`config.mk`:
```
export PLATFORM = sky130hd
export DESIGN_NAME = testdrive_virtual_slave_arbiter
export DESIGN_NICKNAME = d
export VERILOG_FILES = /design/src/rtl/testdrive_virtual_slave_arbiter_pkg.sv /design/src/rtl/testdrive_virtual_slave_arbiter_rr.sv /design/src/rtl/testdrive_virtual_slave_arbiter.sv
export SDC_FILE = /design/constraint.sdc
export NUM_CORES = 1
export LEC_CHECK = 0
export BUFFER_PORTS_ARGS = -buffer_cell sky130_fd_sc_hd__buf_2
export CORE_AREA = 4 4 116 118
export DETAILED_ROUTE_END_ITERATION = 10
export DIE_AREA = 0 0 120 122
export HOLD_SLACK_MARGIN = 0.02
export PLACE_DENSITY = 0.78
export SYNTH_ARGS = -nofsm -noshare
export SYNTH_HDL_FRONTEND = slang
export SYNTH_SLANG_ARGS = --single-unit
```
`constraint.sdc`:
```
create_clock -name CLK -period 4.36 [get_ports CLK]
set_input_delay 0.654 -clock CLK [delete_from_list [all_inputs] [get_ports CLK]]
set_output_delay 0.654 -clock CLK [all_outputs]
set_load 0.02 [all_outputs]
```
`src/rtl/testdrive_virtual_slave_arbiter_pkg.sv`:
```
// -----------------------------------------------------------------------------
// testdrive_virtual_slave_arbiter_pkg
// Shared types and constants for the virtual slave arbiter.
//   state_t        : arbiter FSM states (2 bits)
//   C_DATA_BITS    : slave data width
//   cnt_width()    : width of the read-latency down-counter
// -----------------------------------------------------------------------------
package testdrive_virtual_slave_arbiter_pkg;

  typedef enum logic [1:0] {
    IDLE    = 2'd0,
    ISSUE   = 2'd1,
    WAIT_RD = 2'd2,
    DONE    = 2'd3
  } state_t;

  localparam int C_DATA_BITS = 32;

  // Counter must hold the value C_READ_LATENCY itself.
  function automatic int cnt_width(input int read_latency);
    int w;
    w = $clog2(read_latency + 1);
    return (w < 1) ? 1 : w;
  endfunction

endpackage

```
`src/rtl/testdrive_virtual_slave_arbiter_rr.sv`:
```
// -----------------------------------------------------------------------------
// testdrive_rr_arbiter
// Combinational round-robin picker.
//   req       : request vector
//   ptr       : index with highest priority this round
//   grant     : one-hot grant (all zero when no request)
//   grant_idx : index of the granted requester
// -----------------------------------------------------------------------------
module testdrive_rr_arbiter #(
  parameter int C_PORTS = 4,
  parameter int C_IDX_W = (C_PORTS > 1) ? $clog2(C_PORTS) : 1
) (
  input  logic [C_PORTS-1:0] req,
  input  logic [C_IDX_W-1:0] ptr,
  output logic [C_PORTS-1:0] grant,
  output logic [C_IDX_W-1:0] grant_idx
);

  logic found;
  int   idx;

  // Scan upward from ptr with wrap; the first set bit wins.
  always_comb begin
    grant     = '0;
    grant_idx = '0;
    found     = 1'b0;
    idx       = 0;
    for (int k = 0; k < C_PORTS; k++) begin
      idx = int'(ptr) + k;
      if (idx >= C_PORTS) idx = idx - C_PORTS;
      if (!found && req[idx]) begin
        found     = 1'b1;
        grant_idx = idx[C_IDX_W-1:0];
      end
    end
    grant[grant_idx] = found;
  end

endmodule

```
`src/rtl/testdrive_virtual_slave_arbiter.sv`:
```
// -----------------------------------------------------------------------------
// testdrive_virtual_slave_arbiter
// Shares one register-style slave port between C_PORTS requesters with
// round-robin arbitration and one transaction in flight.
//   CLK, nRST              : clock, async active-low reset
//   REQ/REQ_WE/REQ_ADDR/REQ_WDATA : per-requester request, op, address, data
//   ACK, ACK_RDATA         : one-hot completion pulse and read data
//   BUSY                   : FSM not in IDLE
//   WE/WADDR/WDATA         : slave write strobe, address, data
//   RE/RADDR, RDATA        : slave read strobe, address, returned data
// -----------------------------------------------------------------------------
module testdrive_virtual_slave_arbiter
  import testdrive_virtual_slave_arbiter_pkg::*;
#(
  parameter int C_PORTS        = 4,
  parameter int C_ADDR_BITS    = 10,
  parameter int C_READ_LATENCY = 1
) (
  input  logic                           CLK,
  input  logic                           nRST,
  input  logic [C_PORTS-1:0]             REQ,
  input  logic [C_PORTS-1:0]             REQ_WE,
  input  logic [C_PORTS*C_ADDR_BITS-1:0] REQ_ADDR,
  input  logic [C_PORTS*C_DATA_BITS-1:0] REQ_WDATA,
  output logic [C_PORTS-1:0]             ACK,
  output logic [C_DATA_BITS-1:0]         ACK_RDATA,
  output logic                           BUSY,
  output logic                           WE,
  output logic [C_ADDR_BITS-1:0]         WADDR,
  output logic [C_DATA_BITS-1:0]         WDATA,
  output logic                           RE,
  output logic [C_ADDR_BITS-1:0]         RADDR,
  input  logic [C_DATA_BITS-1:0]         RDATA
);

  localparam int C_IDX_W = (C_PORTS > 1) ? $clog2(C_PORTS) : 1;
  localparam int C_CNT_W = cnt_width(C_READ_LATENCY);

  state_t               state_reg;
  logic [C_IDX_W-1:0]   ptr_reg;
  logic [C_IDX_W-1:0]   gidx_reg;
  logic                 op_we_reg;
  logic [C_CNT_W-1:0]   cnt_reg;
  logic [C_PORTS-1:0]   ack_reg;
  logic [C_DATA_BITS-1:0] ack_rdata_reg;
  logic                 busy_reg;
  logic                 we_reg;
  logic                 re_reg;
  logic [C_ADDR_BITS-1:0] waddr_reg;
  logic [C_ADDR_BITS-1:0] raddr_reg;
  logic [C_DATA_BITS-1:0] wdata_reg;

  logic [C_PORTS-1:0]   arb_grant;
  logic [C_IDX_W-1:0]   arb_idx;
  logic [C_IDX_W-1:0]   ptr_next;

  testdrive_rr_arbiter #(
    .C_PORTS (C_PORTS),
    .C_IDX_W (C_IDX_W)
  ) u_rr (
    .req       (REQ),
    .ptr       (ptr_reg),
    .grant     (arb_grant),
    .grant_idx (arb_idx)
  );

  assign ptr_next = (gidx_reg == C_IDX_W'(C_PORTS - 1)) ? '0 : gidx_reg + 1'b1;

  // Strobes and ACK are set on the edge entering ISSUE/DONE so that every
  // output is a flop and a write completes in the cycle after REQ is sampled.
  always_ff @(posedge CLK or negedge nRST) begin
    if (!nRST) begin
      state_reg     <= IDLE;
      ptr_reg       <= '0;
      gidx_reg      <= '0;
      op_we_reg     <= 1'b0;
      cnt_reg       <= '0;
      ack_reg       <= '0;
      ack_rdata_reg <= '0;
      busy_reg      <= 1'b0;
      we_reg        <= 1'b0;
      re_reg        <= 1'b0;
      waddr_reg     <= '0;
      raddr_reg     <= '0;
      wdata_reg     <= '0;
    end else begin
      case (state_reg)
        IDLE: begin
          if (|REQ) begin
            gidx_reg  <= arb_idx;
            op_we_reg <= REQ_WE[arb_idx];
            busy_reg  <= 1'b1;
            state_reg <= ISSUE;
            if (REQ_WE[arb_idx]) begin
              we_reg    <= 1'b1;
              waddr_reg <= REQ_ADDR[int'(arb_idx)*C_ADDR_BITS +: C_ADDR_BITS];
              wdata_reg <= REQ_WDATA[int'(arb_idx)*C_DATA_BITS +: C_DATA_BITS];
              ack_reg   <= arb_grant;
            end else begin
              re_reg    <= 1'b1;
              raddr_reg <= REQ_ADDR[int'(arb_idx)*C_ADDR_BITS +: C_ADDR_BITS];
            end
          end
        end
        ISSUE: begin
          we_reg  <= 1'b0;
          re_reg  <= 1'b0;
          ack_reg <= '0;
          ptr_reg <= ptr_next;
          if (op_we_reg) begin
            busy_reg  <= 1'b0;
            state_reg <= IDLE;
          end else begin
            cnt_reg   <= C_CNT_W'(C_READ_LATENCY);
            state_reg <= WAIT_RD;
          end
        end
        WAIT_RD: begin
          // Counter reaches 1 in the cycle RDATA is valid.
          if (cnt_reg == C_CNT_W'(1)) begin
            ack_rdata_reg <= RDATA;
            ack_reg       <= {{(C_PORTS-1){1'b0}}, 1'b1} << gidx_reg;
            cnt_reg       <= '0;
            state_reg     <= DONE;
          end else begin
            cnt_reg <= cnt_reg - 1'b1;
          end
        end
        DONE: begin
          ack_reg   <= '0;
          busy_reg  <= 1'b0;
          state_reg <= IDLE;
        end
        default: begin
          state_reg <= IDLE;
        end
      endcase
    end
  end

  assign ACK       = ack_reg;
  assign ACK_RDATA = ack_rdata_reg;
  assign BUSY      = busy_reg;
  assign WE        = we_reg;
  assign WADDR     = waddr_reg;
  assign WDATA     = wdata_reg;
  assign RE        = re_reg;
  assign RADDR     = raddr_reg;

endmodule

```
==> results by group <==
Clock network
  – Buffer cell driving the clock tree root: sky130_fd_sc_hd__clkbuf_16
  – Insertion delay of the later-clocked pin in the worst-skew pair: 0.34 ns
  – CTS tree: yes
  – Resized Gates After CTS: 0
  – Post-CTS Setup Inserts: 0
  – Maximum count of clock buffers along a single path: 2
  – H-tree depth reported by CTS: 3
  – Count of hold-fix buffers inserted at cts: 0
  – Total number of clock tree sinks: 99
  – Clock-pin slew on the worst setup and hold paths: 0.08 ns
  – Clock buffers created by TritonCTS: 9

Finish
  – Fraction of final layout cells sized beyond drive strength 1: 0.548
  – Fill cells: between 1,000 and 1,500
  – Most frequent standard cell in the layout excluding fill and tap cells: sky130_fd_sc_hd__buf_2
  – Synth-to-Final Area Change: 34.6%
  – Total number of nets in the final design: roughly 950
  – Final instance area: ~0.0075 mm^2
  – Final core utilization: 0.605
  – Leading cell types in the layout, fill and taps excluded: sky130_fd_sc_hd__buf_2 (299), sky130_fd_sc_hd__mux2i_1 (138), sky130_fd_sc_hd__dfrtp_1 (99)

Power
  – Proportion of total power due to net switching: 0.422
  – Logic pwr share: 0.555
  – Maximum ir drop on the vdd rail: approximately 470 uV
  – Register share of total power: 0.305
  – Internal power: around 0.0032 W
  – Clock Power Share: 0.140
  – Net Sw Power: ~0.0024 W
  – Pwr per Cell Area: between 700 and 800 mW/mm^2
  – Pwr Total: approximately 0.0056 W
  – Leak: 4.14 nW

Placement
  – Last weighted congestion value of the routability-driven placer: between 0.8 and 0.9
  – Number of port buffers: 300
  – Detail Placement HPWL: ~13 mm
  – Cell Area, Placed: between 0.007 and 0.008 mm^2

Critical path
  – Critical path peak fanout: 18
  – Type of element capturing the critical path: flop
  – Type of the worst setup path: flop to flop
  – Startpoint of the worst register-to-register path: ptr_reg[1]
  – Critical Path RT: 4.58 ns
  – Data arrival time of the critical path: 3.28 ns
  – Flop2flop setup slack: roughly 1.3 ns
  – Worst R2R End: WDATA[24]
  – Startpoint types: flop
  – Reg2Reg Depth: 7

Yosys
  – Cells after Synth: approximately 440
  – Sequential element share of the synthesized area: 0.443
  – Top flip-flop cell by instance count after synthesis: sky130_fd_sc_hd__dfrtp_1
  – Most area-hungry cell type in the Yosys netlist: sky130_fd_sc_hd__dfrtp_1
  – YS warnings: 0
  – Flip-flop and latch count after synthesis: slightly below 100
  – Fraction of registers with async set or reset after synthesis: 1.00
  – Ranking of synthesized cells by area: sky130_fd_sc_hd__dfrtp_1 (44%), sky130_fd_sc_hd__mux2i_1 (25%), sky130_fd_sc_hd__mux2_2 (8.9%), sky130_fd_sc_hd__mux2_4 (8.0%), sky130_fd_sc_hd__inv_1 (1.7%)
  – Netlist Area Pre-Place: 0.00560 mm^2
  – Post-synth net total: between 600 and 700
  – Number of distinct library cells after synthesis: 44
  – Avg Cell Area, Syn: 12.8 um^2
  – Yosys top cell area share: 0.443
  – Number of synthesized flops with an enable pin: 0

STA
  – Finish-stage setup viols: 0
  – Highest achievable clock rate: roughly 0.33 GHz
  – Max Clock Skew: roughly 0.0076 ns
  – Worst slew margin relative to its limit: 0.477
  – Share of the clock period used by the worst path: 0.701
  – Unrepaired setup endpoints after global routing: false
  – Post-route setup TNS: 0 ns
  – Hold violation total from the final report: 0
  – Min Tclk post-route: 3.06 ns
  – Count of final max-slew check failures: 0
  – Worst-Margin Slew: 0.784 ns

Die
  – Vert. Die Dim: 122 um
  – Core Footprint: 0.0125 mm^2
  – DIE WIDTH: around 120 um
  – Number of top-level design ports: around 300
  – Starting Density: 0.449
  – DIE AREA: 0.0146 mm^2
  – Std cell rows: 41

GRT
  – Maximum number of pins on one net before global-route repair: between 60 and 70
  – Number of global-route vias before repair: 5,042
  – Wire length of the first global-routing pass: roughly 25 mm
  – Global-route usage over all layers: 0.213
  – Remaining global-route overflow: 0
  – Antenna violations before repair: 3

Route
  – Router iterations before antenna repair: 4
  – DRC violation count after routing: 0
  – Final ANT Viol Nets: 0
  – First DRT Iteration DRCs: 164
  – Total number of vias: roughly 4,600
  – Detailed-route vias per instance: 5.00
  – Wirelength, routed: approximately 16 mm
  – Wirelength per Cell: 17.6 um

Run
  – Number of max-capacitance violations reported: 0

Status
  – Outcome: complete, no violations

Hold path
  – Type of the most critical hold path: input port to asynchronous set/reset pin
## Yosys cell counts, types with 2 or more instances
cell                         n
sky130_fd_sc_hd__dfrtp_1    99
sky130_fd_sc_hd__mux2_2     44
sky130_fd_sc_hd__o22a_1      2
sky130_fd_sc_hd__nor2_1      6
sky130_fd_sc_hd__clkbuf_1    5
sky130_fd_sc_hd__buf_6       4
sky130_fd_sc_hd__inv_1      26
sky130_fd_sc_hd__nand2_1    16
sky130_fd_sc_hd__a21oi_1     7
sky130_fd_sc_hd__mux2_1      7
sky130_fd_sc_hd__mux2i_1   138
sky130_fd_sc_hd__o21ai_0     5
sky130_fd_sc_hd__buf_4       2
sky130_fd_sc_hd__nor2b_1     2
sky130_fd_sc_hd__nand2b_1    2
sky130_fd_sc_hd__ha_1        4
sky130_fd_sc_hd__mux2_4     30
sky130_fd_sc_hd__a21o_1      2
sky130_fd_sc_hd__buf_2      13
## logic make-up (layout without fill, tap and decap cells)
group,count (synthesis),count (layout),synth area share
adder cells (fa/ha/maj),4,4,0.00894
AND/OR/NAND/NOR,37,37,0.0342
other,0,1,0
buffers and inverters,51,349,0.0438
flip-flops,99,99,0.443
multiplexers,219,219,0.430
AO/OA/AOI/OAI,29,29,0.0407
## how the worst max path moves through the flow
stage	startpoint	endpoint	slack [ns]	depth (start not counted)
global placement	REQ[1]	WDATA[28]	1.13	8
finish	ptr_reg[1]	WDATA[24]	1.30	7
global route	ptr_reg[1]	WDATA[28]	1.13	7
floorplan	REQ[1]	WDATA[10]	2.04	8
CTS	ptr_reg[1]	WDATA[14]	1.27	7
detailed placement	REQ[1]	WDATA[22]	1.03	8
## per-layer routing
| metal | global-route usage | vias up | routed length, um | part of all wire |
|---|---|---|---|---|
| met2 | 0.389 | 218 | 8190 | 0.51 |
| met1 | 0.231 | 2154 | 5970 | 0.37 |
| li1 | - | 2157 | - | - |
| met4 | 0.0594 | 4 | 172 | 0.011 |
| met3 | 0.0799 | 19 | 1700 | 0.11 |
| met5 | 0 | - | 21 | 0.0013 |
## power groups by stage
stage / Combinational [W] / Sequential (W) / Clock (W)
finish: 0.00310 / 0.00170 / 0.000781
global placement: 0.00305 / 0.00168 / 0
floorplan: 0.00172 / 0.00218 / 0
global route: 0.00333 / 0.00177 / 0.000845
detailed placement: 0.00314 / 0.00171 / 0
CTS: 0.00315 / 0.00170 / 0.000798
## cell type report
class / count / area (um^2) / share of cell area
Multi-Input combinational cell: 289 / 2880 / 0.383
Sequential cell: 99 / 2480 / 0.329
Timing Repair Buffer: 307 / 1570 / 0.208
Clock buffer: 9 / 225 / 0.0299
Tap cell: 172 / 215 / 0.0286
Inverter: 26 / 97.6 / 0.0130
Clock inverter: 7 / 65.1 / 0.00863
Antenna cell: 1 / 2.50 / 0.000332
## per-stage QoR
step           worst slack (ns)  hold slack, ns  std cells
2_1_floorplan              2.04           0.358        439
3_3_place_gp               1.13           0.463        893
3_5_place_dp               1.03           0.463        893
4_1_cts                    1.27           0.413        909
5_1_grt                    1.13           0.441        910
6_report                   1.30           0.381        910
## critical path: stages, from the launching register on
cell and delay (ns):
sky130_fd_sc_hd__dfrtp_1 0.46, sky130_fd_sc_hd__nand2b_2 0.26, sky130_fd_sc_hd__o221a_4 0.31, sky130_fd_sc_hd__nor2_8 0.31, sky130_fd_sc_hd__mux2i_1 0.28, sky130_fd_sc_hd__o22a_2 0.55, sky130_fd_sc_hd__buf_4 0.41, sky130_fd_sc_hd__mux2_4 0.34
(Power assumes the default switching activity.)
